File: src/rtl/expr_vector_driver_if.sv
// rtl/expr_vector_driver_if.sv - operand/result bundle between the vector driver and an expression DUT
interface expr_vector_driver_if;
    logic               start;
    logic        [3:0]  a0;
    logic        [4:0]  a1;
    logic        [5:0]  a2;
    logic signed [3:0]  a3;
    logic signed [4:0]  a4;
    logic signed [5:0]  a5;
    logic        [3:0]  b0;
    logic        [4:0]  b1;
    logic        [5:0]  b2;
    logic signed [3:0]  b3;
    logic signed [4:0]  b4;
    logic signed [5:0]  b5;
    logic        [89:0] y_in;
    logic               busy;
    logic               done;
    logic        [15:0] vec_count;
    logic        [31:0] signature;

    modport master (
        input  start, y_in,
        output a0, a1, a2, a3, a4, a5,
        output b0, b1, b2, b3, b4, b5,
        output busy, done, vec_count, signature
    );

    modport slave (
        output start, y_in,
        input  a0, a1, a2, a3, a4, a5,
        input  b0, b1, b2, b3, b4, b5,
        input  busy, done, vec_count, signature
    );
endinterface

File: src/rtl/expr_vector_driver.sv
// rtl/expr_vector_driver.sv - LFSR operand generator with MISR signature over the DUT result
module expr_vector_driver #(
    parameter int          NUM_VECTORS = 256,
    parameter logic [59:0] SEED        = 60'h0ABCDEF01,
    parameter int          LAT         = 0
) (
    input  logic                  clk,
    input  logic                  reset,
    expr_vector_driver_if.master  bus
);
    typedef enum logic [1:0] {
        S_IDLE  = 2'd0,
        S_RUN   = 2'd1,
        S_DRAIN = 2'd2,
        S_DONE  = 2'd3
    } state_t;

    // An all-zero LFSR would lock up, so a zero seed is replaced by 1.
    localparam logic [59:0] SEED_EFF   = (SEED == 60'h0) ? 60'h1 : SEED;
    localparam logic [15:0] LAST_VEC   = 16'(NUM_VECTORS - 1);
    localparam logic [2:0]  LAST_DRAIN = (LAT > 0) ? 3'(LAT - 1) : 3'd0;

    state_t       state_q, state_d;
    logic [59:0]  lfsr_q, lfsr_d;
    logic [31:0]  sig_q, sig_d;
    logic [15:0]  vec_count_q, vec_count_d;
    logic [2:0]   drain_q, drain_d;
    logic         issue;
    logic         cap;
    logic [31:0]  fold;
    logic [31:0]  misr_next;
    logic [59:0]  lfsr_next;

    assign issue = (state_q == S_RUN);

    generate
        if (LAT == 0) begin : g_cap_comb
            assign cap = issue;
        end else begin : g_cap_pipe
            logic [LAT-1:0] cap_pipe_q;
            always_ff @(posedge clk) begin
                if (reset) begin
                    cap_pipe_q <= '0;
                end else begin
                    cap_pipe_q <= (cap_pipe_q << 1) | LAT'(issue);
                end
            end
            assign cap = cap_pipe_q[LAT-1];
        end
    endgenerate

    assign fold      = bus.y_in[31:0] ^ bus.y_in[63:32] ^ {6'b0, bus.y_in[89:64]};
    assign misr_next = {sig_q[30:0], sig_q[31] ^ sig_q[21] ^ sig_q[1] ^ sig_q[0]} ^ fold;
    assign lfsr_next = {lfsr_q[58:0], lfsr_q[59] ^ lfsr_q[58]};

    always_comb begin
        state_d     = state_q;
        lfsr_d      = lfsr_q;
        sig_d       = sig_q;
        vec_count_d = vec_count_q;
        drain_d     = drain_q;

        // Captures lag issues by LAT cycles, so the MISR keeps absorbing in DRAIN.
        if (cap) begin
            sig_d = misr_next;
        end

        case (state_q)
            S_IDLE, S_DONE: begin
                if (bus.start) begin
                    lfsr_d      = SEED_EFF;
                    sig_d       = 32'h0;
                    vec_count_d = 16'h0;
                    drain_d     = 3'd0;
                    state_d     = S_RUN;
                end
            end
            S_RUN: begin
                lfsr_d      = lfsr_next;
                vec_count_d = vec_count_q + 16'd1;
                if (vec_count_q == LAST_VEC) begin
                    drain_d = 3'd0;
                    state_d = (LAT > 0) ? S_DRAIN : S_DONE;
                end
            end
            S_DRAIN: begin
                drain_d = drain_q + 3'd1;
                if (drain_q == LAST_DRAIN) begin
                    state_d = S_DONE;
                end
            end
            default: state_d = S_IDLE;
        endcase
    end

    always_ff @(posedge clk) begin
        if (reset) begin
            state_q     <= S_IDLE;
            lfsr_q      <= SEED_EFF;
            sig_q       <= 32'h0;
            vec_count_q <= 16'h0;
            drain_q     <= 3'd0;
        end else begin
            state_q     <= state_d;
            lfsr_q      <= lfsr_d;
            sig_q       <= sig_d;
            vec_count_q <= vec_count_d;
            drain_q     <= drain_d;
        end
    end

    assign bus.a0 = lfsr_q[59:56];
    assign bus.a1 = lfsr_q[55:51];
    assign bus.a2 = lfsr_q[50:45];
    assign bus.a3 = lfsr_q[44:41];
    assign bus.a4 = lfsr_q[40:36];
    assign bus.a5 = lfsr_q[35:30];
    assign bus.b0 = lfsr_q[29:26];
    assign bus.b1 = lfsr_q[25:21];
    assign bus.b2 = lfsr_q[20:15];
    assign bus.b3 = lfsr_q[14:11];
    assign bus.b4 = lfsr_q[10:6];
    assign bus.b5 = lfsr_q[5:0];

    assign bus.busy      = (state_q == S_RUN) || (state_q == S_DRAIN);
    assign bus.done      = (state_q == S_DONE);
    assign bus.vec_count = vec_count_q;
    assign bus.signature = sig_q;
endmodule
File: src/flat_wrapper.sv
// flat-port wrapper written by rule: the top's interface ports become plain ports
module expr_vector_driver_flat 
#(
    parameter int          NUM_VECTORS = 256,
    parameter logic [59:0] SEED        = 60'h0ABCDEF01,
    parameter int          LAT         = 0
)
  (clk, reset, bus_start, bus_y_in, bus_a0, bus_a1, bus_a2, bus_a3, bus_a4, bus_a5, bus_b0, bus_b1, bus_b2, bus_b3, bus_b4, bus_b5, bus_busy, bus_done, bus_vec_count, bus_signature);
  expr_vector_driver_if bus_i ();
  input  logic clk;
  input  logic reset;
  input wire logic [$bits(bus_i.start)-1:0] bus_start;
  input wire logic [$bits(bus_i.y_in)-1:0] bus_y_in;
  output wire logic [$bits(bus_i.a0)-1:0] bus_a0;
  output wire logic [$bits(bus_i.a1)-1:0] bus_a1;
  output wire logic [$bits(bus_i.a2)-1:0] bus_a2;
  output wire logic [$bits(bus_i.a3)-1:0] bus_a3;
  output wire logic [$bits(bus_i.a4)-1:0] bus_a4;
  output wire logic [$bits(bus_i.a5)-1:0] bus_a5;
  output wire logic [$bits(bus_i.b0)-1:0] bus_b0;
  output wire logic [$bits(bus_i.b1)-1:0] bus_b1;
  output wire logic [$bits(bus_i.b2)-1:0] bus_b2;
  output wire logic [$bits(bus_i.b3)-1:0] bus_b3;
  output wire logic [$bits(bus_i.b4)-1:0] bus_b4;
  output wire logic [$bits(bus_i.b5)-1:0] bus_b5;
  output wire logic [$bits(bus_i.busy)-1:0] bus_busy;
  output wire logic [$bits(bus_i.done)-1:0] bus_done;
  output wire logic [$bits(bus_i.vec_count)-1:0] bus_vec_count;
  output wire logic [$bits(bus_i.signature)-1:0] bus_signature;
  assign bus_i.start = bus_start;
  assign bus_i.y_in = bus_y_in;
  assign bus_a0 = bus_i.a0;
  assign bus_a1 = bus_i.a1;
  assign bus_a2 = bus_i.a2;
  assign bus_a3 = bus_i.a3;
  assign bus_a4 = bus_i.a4;
  assign bus_a5 = bus_i.a5;
  assign bus_b0 = bus_i.b0;
  assign bus_b1 = bus_i.b1;
  assign bus_b2 = bus_i.b2;
  assign bus_b3 = bus_i.b3;
  assign bus_b4 = bus_i.b4;
  assign bus_b5 = bus_i.b5;
  assign bus_busy = bus_i.busy;
  assign bus_done = bus_i.done;
  assign bus_vec_count = bus_i.vec_count;
  assign bus_signature = bus_i.signature;
  expr_vector_driver #(.NUM_VECTORS(NUM_VECTORS), .SEED(SEED), .LAT(LAT)) u_core (.clk(clk), .reset(reset), .bus(bus_i));
endmodule
File: config.mk
export PLATFORM = sky130hd
export DESIGN_NAME = expr_vector_driver_flat
export DESIGN_NICKNAME = d
export VERILOG_FILES = /design/src/rtl/expr_vector_driver_if.sv /design/src/rtl/expr_vector_driver.sv /design/src/flat_wrapper.sv
export SDC_FILE = /design/constraint.sdc
export NUM_CORES = 1
export LEC_CHECK = 0
export BUFFER_PORTS_ARGS = -buffer_cell sky130_fd_sc_hd__buf_2
export CAP_MARGIN = 30
export CELL_PAD_IN_SITES_DETAIL_PLACEMENT = 1
export CELL_PAD_IN_SITES_GLOBAL_PLACEMENT = 2
export CORE_MARGIN = 2
export CORE_UTILIZATION = 28
export CTS_BUF_LIST = sky130_fd_sc_hd__clkbuf_8
export DETAILED_ROUTE_END_ITERATION = 7
export PLACE_DENSITY = 0.83
export SKIP_LAST_GASP = 1
export SLEW_MARGIN = 20
export SYNTH_ARGS = -nofsm -noshare
export SYNTH_HDL_FRONTEND = slang
export SYNTH_SLANG_ARGS = --single-unit
export TNS_END_PERCENT = 30
File: constraint.sdc
create_clock -name clk -period 2.95 [get_ports clk]
set_input_delay 0.295 -clock clk [delete_from_list [all_inputs] [get_ports clk]]
set_output_delay 0.295 -clock clk [all_outputs]
set_load 0.02 [all_outputs]
-- After elaboration in Yosys (flattened, before gate mapping)
Cells that the tools add are included.
- register bits after elaboration: 113
- logic and storage cells: 43
- reductions and logical operators: 8
- bitwise operators: 7
- muxes and demuxes: 14
- add/sub/neg operators: 2
- eq/ne operators: 7
- operators by type and width (operator ; count):
    $pmux 60 s2 ; 1
    $mux 32 ; 3
    $xor 32x32->32 ; 2
    $mux 60 ; 1
    $pmux 16 s2 ; 1
    $xor 32x26->32 ; 1
    $add 16x1->16 const B ; 1
    $eq 16x8->1 const B ; 1
    $mux 16 ; 1
    $pmux 3 s3 ; 1
    $mux 2 ; 3
    $mux 3 ; 2
    $pmux 2 s3 ; 1
    $eq 2x2->1 const B ; 2
    $ne 2x2->1 const B ; 2
    $reduce_and 2->1 ; 2
    $xor 1x1->1 ; 4
    $add 3x1->3 const B ; 1
    $logic_not 3->1 ; 1
    $reduce_and 3->1 ; 1
    $eq 2x1->1 const B ; 1
    $logic_not 2->1 ; 1
    $ne 2x1->1 const B ; 1
    $reduce_bool 2->1 ; 1
    other kinds (2) ; 2

-- Logic depth before layout (Yosys ltp)
Gate-level depths: netlist of the first run.
- depth after elaboration: 7
- depth in mapped cells: 8
- gate-level depth less buffers: 6

-- Worst setup path after synthesis of the first run
No wires, ideal clock.
- kind: register -> register
- from: register u_core.state_q[0]
- to: register u_core.vec_count_q[15], in the netlist u_core.bus.vec_count[15]
- library setup time: 0.071 ns
- stages on the path, launching flop included: 8
- arrival time: 1.965 ns
- period minus slack after synthesis: 2.036 ns
- path buffers: 1
- slack: 0.914 ns
- cell sequence: dfxtp_1 -> inv_1 -> ha_1 -> mux2i_1 -> or3_1 -> buf_2 -> or4_1 -> a21oi_1
- word-level cells in the longest chain between the ends: 4
- elaborated cells between the ends (all ways): 8
- classes of those cells: 3 x eq/ne; 1 x mux; 4 x reduce/logical
- ends and longest elaborated chain (element ; RTL line ; source):
    start: declaration ; expr_vector_driver.sv:23 ; state_t state_q, state_d;
    start signal: assignment ; expr_vector_driver.sv:104 ; state_q <= state_d;
    $eq 2x2->1 / $logic_not 2->1 (equally long branches) ; expr_vector_driver.sv:68 ; case (state_q)
    $reduce_or 2->1 ; expr_vector_driver.sv:68 ;
    $ne 2x2->1 (no line) / $reduce_bool 2->1 (equally long branches) ; -- ;
    $reduce_and 2->1 (no line) ; -- ;
    end signal: assignment ; expr_vector_driver.sv:107 ; vec_count_q <= vec_count_d;
    end: declaration ; expr_vector_driver.sv:26 ; logic [15:0] vec_count_q, vec_count_d;
Several ways; a longest one is shown, not always the timed one.
A chain may end at the register's enable or synchronous reset.

-- Final worst setup path of the first run
Ends and elaborated chain as after synthesis.

==> key figures, run 1 <==
Worst hold path
  • Hold Crit Class: in2reg

Logic synthesis
  • Mux share of post-synthesis cell area: 0.02038
  • Ys Warns: 0
  • Synth Area in Simple Gates: 0.1625
  • Main combinational cell family by area after synthesis: XOR/XNOR gates
  • Count leader, synth: dfxtp_1
  • Post-synth top area cell: dfxtp_1
  • Syn nets: 647
  • Avg Inst Size Synth: 9.076 um^2
  • Xor/xnor share of the synthesized area: 0.1753
  • Flops & latches, synth: 113
  • Most used DFF post-synth: dfxtp_1
  • Synth top cells by count: dfxtp_1 (113), xnor2_1 (94), nor2_1 (84)
  • Dominant cells by area after synthesis: dfxtp_1 (45%), xnor2_1 (17%), a22oi_1 (6.5%), nor2_1 (6.3%), a211oi_1 (3.9%)
  • Post-synth ARST share: 0
  • Post-synthesis compound-gate area fraction: 0.1376
  • Adder-Cell Fraction of Synth Area: 0.01509
  • Mapped Cells: 548
  • Post-synth top area share: 0.4548
  • Mapped cell area: 4974 um^2
  • Distinct cell type count after synthesis: 40
  • Number of synthesized flops with an enable pin: 0
  • Sequential area share after synthesis: 0.4548

Setup path
  • CP arrival: 2.64 ns
  • Setup crit end kind: register
  • Crit Path Max Fanout: 7
  • Setup CP Type: reg2reg
  • Crit start category: register
  • Max incr delay on CP: about 0.5 ns
  • Critical path cell sequence: inv_1, ha_1, mux2i_4, or3_1, or4_1, a21oi_1
  • CP required: between 3 and 4 ns
  • Slowest stage cell, crit path: or4_1

Floorplanning
  • Rows: 48
  • Die W: 137.3 um
  • Initial Utilization: 0.2865
  • Core Region: 17360 um^2
  • Die area: between 15000 and 20000 um^2
  • IO Count: 203
  • Die Ht: ~140 um

Finish
  • Final core occ: 0.3838
  • Layout area overhead: 33.94%
  • # diodes: 0
  • Nets: 840
  • Fraction of layout cells with a size suffix above 1: 0.3254
  • # fillers: ~2100

Route
  • Drt drc: 0
  • Pre-Repair DR Iteration Count: 4
  • Vias: 4589
  • Detail Route Antenna Nets: 0
  • Drt total wl: 14380 um
  • Iter 0 DRT Violations: 163
  • Drt via density: 4.692
  • Routed len/inst: about 15 um

Clocking
  • Reg clk slew, reported paths: 0.07 ns
  • # Post-CTS Setup Buffers: 0
  • Hold Buf Count CTS: 0
  • CTS Buf Count: 17
  • Clk sinks: approximately 110
  • CTS H-Tree Depth: 4
  • CTS root buffer: clkbuf_8
  • Post-CTS Resized: 0
  • Skew-Pair Late Insertion Delay: 0.44 ns
  • CTS tree: done
  • Clock Tree Buf Depth: 2

Placed design
  • RePlAce Congestion: 0.7430
  • Port Buffer Count: 202
  • Dpl hpwl: 10680 um

Global routing
  • Vias in the first global route: 4744
  • Antenna violations before repair: 0
  • Gr usage total: 0.1572
  • Largest net degree at the start of global routing: 65
  • First-pass GRT wire length: 23320 um
  • GRT overflow: 0

Timing
  • Max-slew violation count: 0
  • Min Tclk post-route: 2.286 ns
  • Achievable frequency: 0.4375 GHz
  • Setup violations, final: 0
  • Slew HR: 0.4880
  • Skew final: 0.009545 ns
  • Setup TNS: 0 ns
  • Unrepaired setup endpoints after global routing: false
  • Worst Tran Pin Value: 0.7662 ns
  • Final period util: 0.7748
  • Final count of hold timing violations: 0
  • Fin Hold WS: 0.2224 ns

Power and ir drop
  • Pwr per Cell Area: 910.2 nW/um^2
  • Maximum vdd drop: between 400 and 500 uV
  • P_leak: 0.002846 uW
  • Overall power: 6063 uW

Outcome
  • Outcome: complete, no violations

Flow run
  • Max cap viols: 0
## power breakdown
part	switching [uW]	internal (uW)
clock network	651	1030
logic	1430	859
registers	273	1820
## flip-flops by register name (all words and copies together), names as in the netlist
register / count
u_core.state_q: 2
u_core.bus.signature: 32
u_core.bus.vec_count: 16
u_core.drain_q: 3
u_core.lfsr_q: 60
## cells in the final DEF (no fill, tap or decap), types with 8 or more instances in the layout
master / count
a22oi_1: 43
a211oi_1: 26
a21oi_1: 10
buf_2: 202
inv_1: 12
xnor2_1: 94
nand2_1: 44
mux2i_1: 8
clkbuf_8: 22
nor2_1: 83
dfxtp_1: 113
nand3_1: 21
## cell type report
cell class              count  area [um^2]  share of cell area
flip-flops and latches    113         2262              0.3396
clock buffers              22        302.8             0.04545
multi-input cells         390         2564              0.3849
inverters                  11        41.29            0.006198
well taps                 225        281.5             0.04226
clock inverters             9        153.9             0.02310
repair buffers            208         1056              0.1585
## logic make-up (layout without fill, tap and decap cells)
group | count (synthesis) | count (layout)
buf+inv | 45 | 250
simple gates | 182 | 182
xor+xnor | 98 | 98
fa+ha+maj | 6 | 6
compound gates | 94 | 94
mux | 10 | 10
flops | 113 | 113
## metrics by stage
step | setup slack, ns | instances | cell area [um^2]
after floorplan | 0.9144 | 548 | 4974
after global placement | 0.7820 | 947 | 6205
after detailed placement | 0.7028 | 947 | 6205
after CTS | 0.6595 | 978 | 6661
after global routing | 0.4993 | 978 | 6661
final | 0.6644 | 978 | 6661
## worst max-delay path: cells and delay by family (launching register included)
kind	cells	cell delay (ns)
multiplexers	1	0.23
buffers and inverters	1	0.07
AND/OR/NAND/NOR	2	0.99
adder cells (fa/ha/maj)	1	0.40
AO/OA/AOI/OAI	1	0.16
flip-flops	1	0.36
## per-layer routing
layer / wire [um] / track usage
met4: 125 / 0.04926
met2: 6830 / 0.2631
met5: 0 / 0
met3: 1117 / 0.06034
met1: 6305 / 0.1854
## final timing paths
check,slack [ns],end,cells after the start,from
worst min-delay path,0.22,u_core.bus.signature[27],4,bus_y_in[59]
worst min register to register,0.49,u_core.lfsr_q[14],2,u_core.lfsr_q[13]
worst max register to register,0.66,u_core.bus.vec_count[15],6,u_core.state_q[0]
worst max-delay path,0.66,u_core.bus.vec_count[15],6,u_core.state_q[0]
No activity file was read; power rests on OpenSTA's default activity.
==> run 2: changes to the inputs <==
--- a/config.mk
+++ b/config.mk
@@ -10,10 +10,10 @@
 export CELL_PAD_IN_SITES_DETAIL_PLACEMENT = 1
 export CELL_PAD_IN_SITES_GLOBAL_PLACEMENT = 2
 export CORE_MARGIN = 2
-export CORE_UTILIZATION = 28
+export CORE_UTILIZATION = 25
 export CTS_BUF_LIST = sky130_fd_sc_hd__clkbuf_8
 export DETAILED_ROUTE_END_ITERATION = 7
-export PLACE_DENSITY = 0.83
+export PLACE_DENSITY = 0.79
 export SKIP_LAST_GASP = 1
 export SLEW_MARGIN = 20
 export SYNTH_ARGS = -nofsm -noshare
==> constraint.sdc (replaced) <==
create_clock -name clk -period 2 [get_ports clk]
set_input_delay 0.2 -clock clk [delete_from_list [all_inputs] [get_ports clk]]
set_output_delay 0.2 -clock clk [all_outputs]
set_load 0.02 [all_outputs]
==> run 2 against run 1 <==
  * Setup slack got worse by 0.59 ns
  * Power is 50% higher
  * Clock power rose by 44%
  * Maximum frequency grew 19%
  * Wire length grew 2.2%
  * Combinational power increased by 59%
  * Sequential power grew 46%
  * Register-to-register slack worse by 0.59 ns
  * Global-route usage shrank 1.6 points
  * Hold slack lost 0.10 ns
  * Utilization shrank 3.2 points
  * Critical path type unchanged
==> key figures, run 2 (synthesized netlist as in run 1, its figures left out) <==
Finish
  • # fillers: 2325 (was 2098)
  • Largest Register: u_core.lfsr_q (unchanged)
  • Nets: 852 (was 840)
  • Max reg flops: 60 (unchanged)
  • Cell area after layout: 6847 um^2 (was 6661 um^2)
  • Commonest non-fill, non-tap cell in the layout: buf_2 (unchanged)
  • Layout area overhead: 37.66% (was 33.94%)
  • # diodes: 0 (unchanged)
  • Commonest cells after routing, fill and taps aside: buf_2 (202), dfxtp_1 (113), xnor2_1 (94) (unchanged)
  • Fraction of layout cells with a size suffix above 1: 0.3460 (was 0.3254)

Setup path
  • CP arrival: 2.30 ns (was 2.64 ns)
  • Cell depth of the worst setup path: 7 (was 6)
  • Slowest stage cell, crit path: or4_1 (unchanged)
  • Worst Path Buf+Inv: 2 (was 1)
  • Max incr delay on CP: 0.48 ns (was 0.50 ns)
  • Crit start category: register (unchanged)
  • Setup CP Type: reg2reg (unchanged)
  • Critical path cell sequence: inv_1, ha_4, buf_4, mux2_4, nand4_1, or4_1, nand2_1 (was inv_1, ha_1, mux2i_4, or3_1, or4_1, a21oi_1)
  • CP required: 2.38 ns (was 3.31 ns)
  • Crit Path Max Fanout: 7 (unchanged)
  • Reg2reg path depth: 7 (was 6)
  • Setup crit end kind: register (unchanged)
  • CP top delay family: simple AND/OR/NAND/NOR gates (unchanged)

Timing
  • Max-slew violation count: 0 (unchanged)
  • Setup TNS: 0 ns (unchanged)
  • Worst Tran Pin Value: 0.6190 ns (was 0.7662 ns)
  • Min Tclk post-route: 1.923 ns (was 2.286 ns)
  • Achievable frequency: 0.5200 GHz (was 0.4375 GHz)
  • Final count of hold timing violations: 0 (unchanged)
  • Slew HR: 0.5874 (was 0.4880)
  • Final period util: 0.9615 (was 0.7748)
  • Setup violations, final: 0 (unchanged)
  • Skew final: 0.01147 ns (was 0.009545 ns)

Clocking
  • CTS root buffer: clkbuf_8 (unchanged)
  • CTS H-Tree Depth: 4 (unchanged)
  • Clk sinks: 113 (unchanged)
  • CTS tree: done (unchanged)
  • CTS Buf Count: 17 (unchanged)
  • Clock Tree Buf Depth: 2 (unchanged)
  • Skew-Pair Late Insertion Delay: 0.44 ns (about the same)
  • Reg clk slew, reported paths: 0.07 ns (about the same)

Power and ir drop
  • P_int: 5504 uW (was 3710 uW)
  • Sw Ratio: 0.3967 (was 0.3881)
  • Comb pwr share: 0.398 (was 0.377)
  • Overall power: 9123 uW (was 6063 uW)
  • Sequential fraction of design power: 0.337 (was 0.346)
  • Maximum vdd drop: 470.9 uV (was 425.8 uV)
  • Pwr per Cell Area: 1332 nW/um^2 (was 910.2 nW/um^2)
  • Clock power share: 0.265 (was 0.277)
  • P_leak: 0.002901 uW (was 0.002846 uW)
  • P_sw: 3619 uW (was 2353 uW)

Route
  • Routed len/inst: 14.25 um (was 14.70 um)
  • Vias: 4599 (was 4589)
  • Pre-Repair DR Iteration Count: 4 (unchanged)
  • Drt drc: 0 (unchanged)
  • Iter 0 DRT Violations: 188 (was 163)
  • Detail Route Antenna Nets: 0 (unchanged)
  • Drt via density: 4.461 (was 4.692)
  • Drt total wl: 14690 um (was 14380 um)

Worst hold path
  • Hold Crit Class: in2reg (unchanged)
  • Hold Path Stages: 4 (unchanged)

Placed design
  • Dpl hpwl: 10850 um (was 10680 um)
  • RePlAce Congestion: 0.7331 (was 0.7430)
  • DP Area: 6375 um^2 (was 6205 um^2)
  • Port Buffer Count: 202 (unchanged)

Global routing
  • Vias in the first global route: 4646 (was 4744)
  • Gr usage total: 0.1411 (was 0.1572)
  • GRT overflow: 0 (unchanged)
  • First-pass GRT wire length: 23920 um (was 23320 um)
  • Antenna violations before repair: 0 (unchanged)
  • Largest net degree at the start of global routing: 62 (was 65)

Floorplanning
  • IO Count: 203 (unchanged)
  • Die area: 21040 um^2 (was 18840 um^2)
  • Initial Utilization: 0.2555 (was 0.2865)
  • Rows: 51 (was 48)
  • Core Region: 19460 um^2 (was 17360 um^2)
  • Die Ht: 145.0 um (was 137.3 um)
  • Die W: 145.0 um (was 137.3 um)

Outcome
  • Outcome: complete, no violations (unchanged)

Flow run
  • Max cap viols: 0 (unchanged)
==> run 2: cell count changes in the layout (fill, tap and decap cells not counted), moves of 2 or more <==
cell,change
clkbuf_8,-5
buf_4,+10
inv_6,+4
buf_12,+2
clkinvlp_4,+2
==> run 2: worst register-to-register path, delay by kind of cell (launching register included) <==
family	cells	cell delay, ns
fa+ha+maj	1	0.26
buf+inv	2	0.23
flops	1	0.34
mux	1	0.25
simple gates	3	0.80
==> run 2: metal layers <==
layer	global-route usage	routed length (um)	vias to the layer above
li1	-	-	2290
met4	0.05050	163	0
met2	0.2269	6670	167
met1	0.1741	6771	2128
met5	0	0	-
met3	0.05063	1086	14
==> run 2: path summary, 6_finish.rpt <==
| path | startpoint | endpoint | slack [ns] |
|---|---|---|---|
| min reg2reg | u_core.lfsr_q[15] | u_core.lfsr_q[16] | 0.49 |
| max | u_core.state_q[0] | u_core.bus.vec_count[12] | 0.08 |
| min | bus_y_in[61] | u_core.bus.signature[29] | 0.12 |
| max reg2reg | u_core.state_q[0] | u_core.bus.vec_count[12] | 0.08 |
==> run 2: repair_timing <==
item,in CTS,in global routing
setup buffers,0,1
endpoints found under the setup margin,1,35
hold buffers,0,0
pin swaps,0,2
gates resized for setup,2,4
==> run 2: power by group through the flow <==
stage,Combinational [uW],Sequential (uW),Clock (uW)
finish,3630,3070,2420
global route,4000,3150,2610
CTS,3690,3080,2510
detailed placement,3670,3130,0
global placement,3590,3130,0
floorplan,1940,3550,0
==> run 2: through the flow <==
step | std cells | setup WS (ns) | hold slack [ns] | util
floorplan | 548 | 0.05019 | 0.4512 | -
global placement | 998 | 0.03866 | 0.4765 | 0.3275
detailed placement | 998 | -0.02101 | 0.4847 | 0.3275
CTS | 1030 | 0.002450 | 0.07772 | 0.3506
global route | 1031 | -0.01411 | 0.1135 | 0.3518
finish | 1031 | 0.07694 | 0.1202 | 0.3518
==> run 2: area by class of cell <==
type                    instances  area, um^2  area share
repair buffers                220        1171      0.1711
inverters                      11       41.29    0.006031
clock inverters                15       205.2     0.02997
well taps                     265       331.6     0.04843
multi-input cells             390        2601      0.3799
clock buffers                  17       234.0     0.03417
flip-flops and latches        113        2262      0.3304
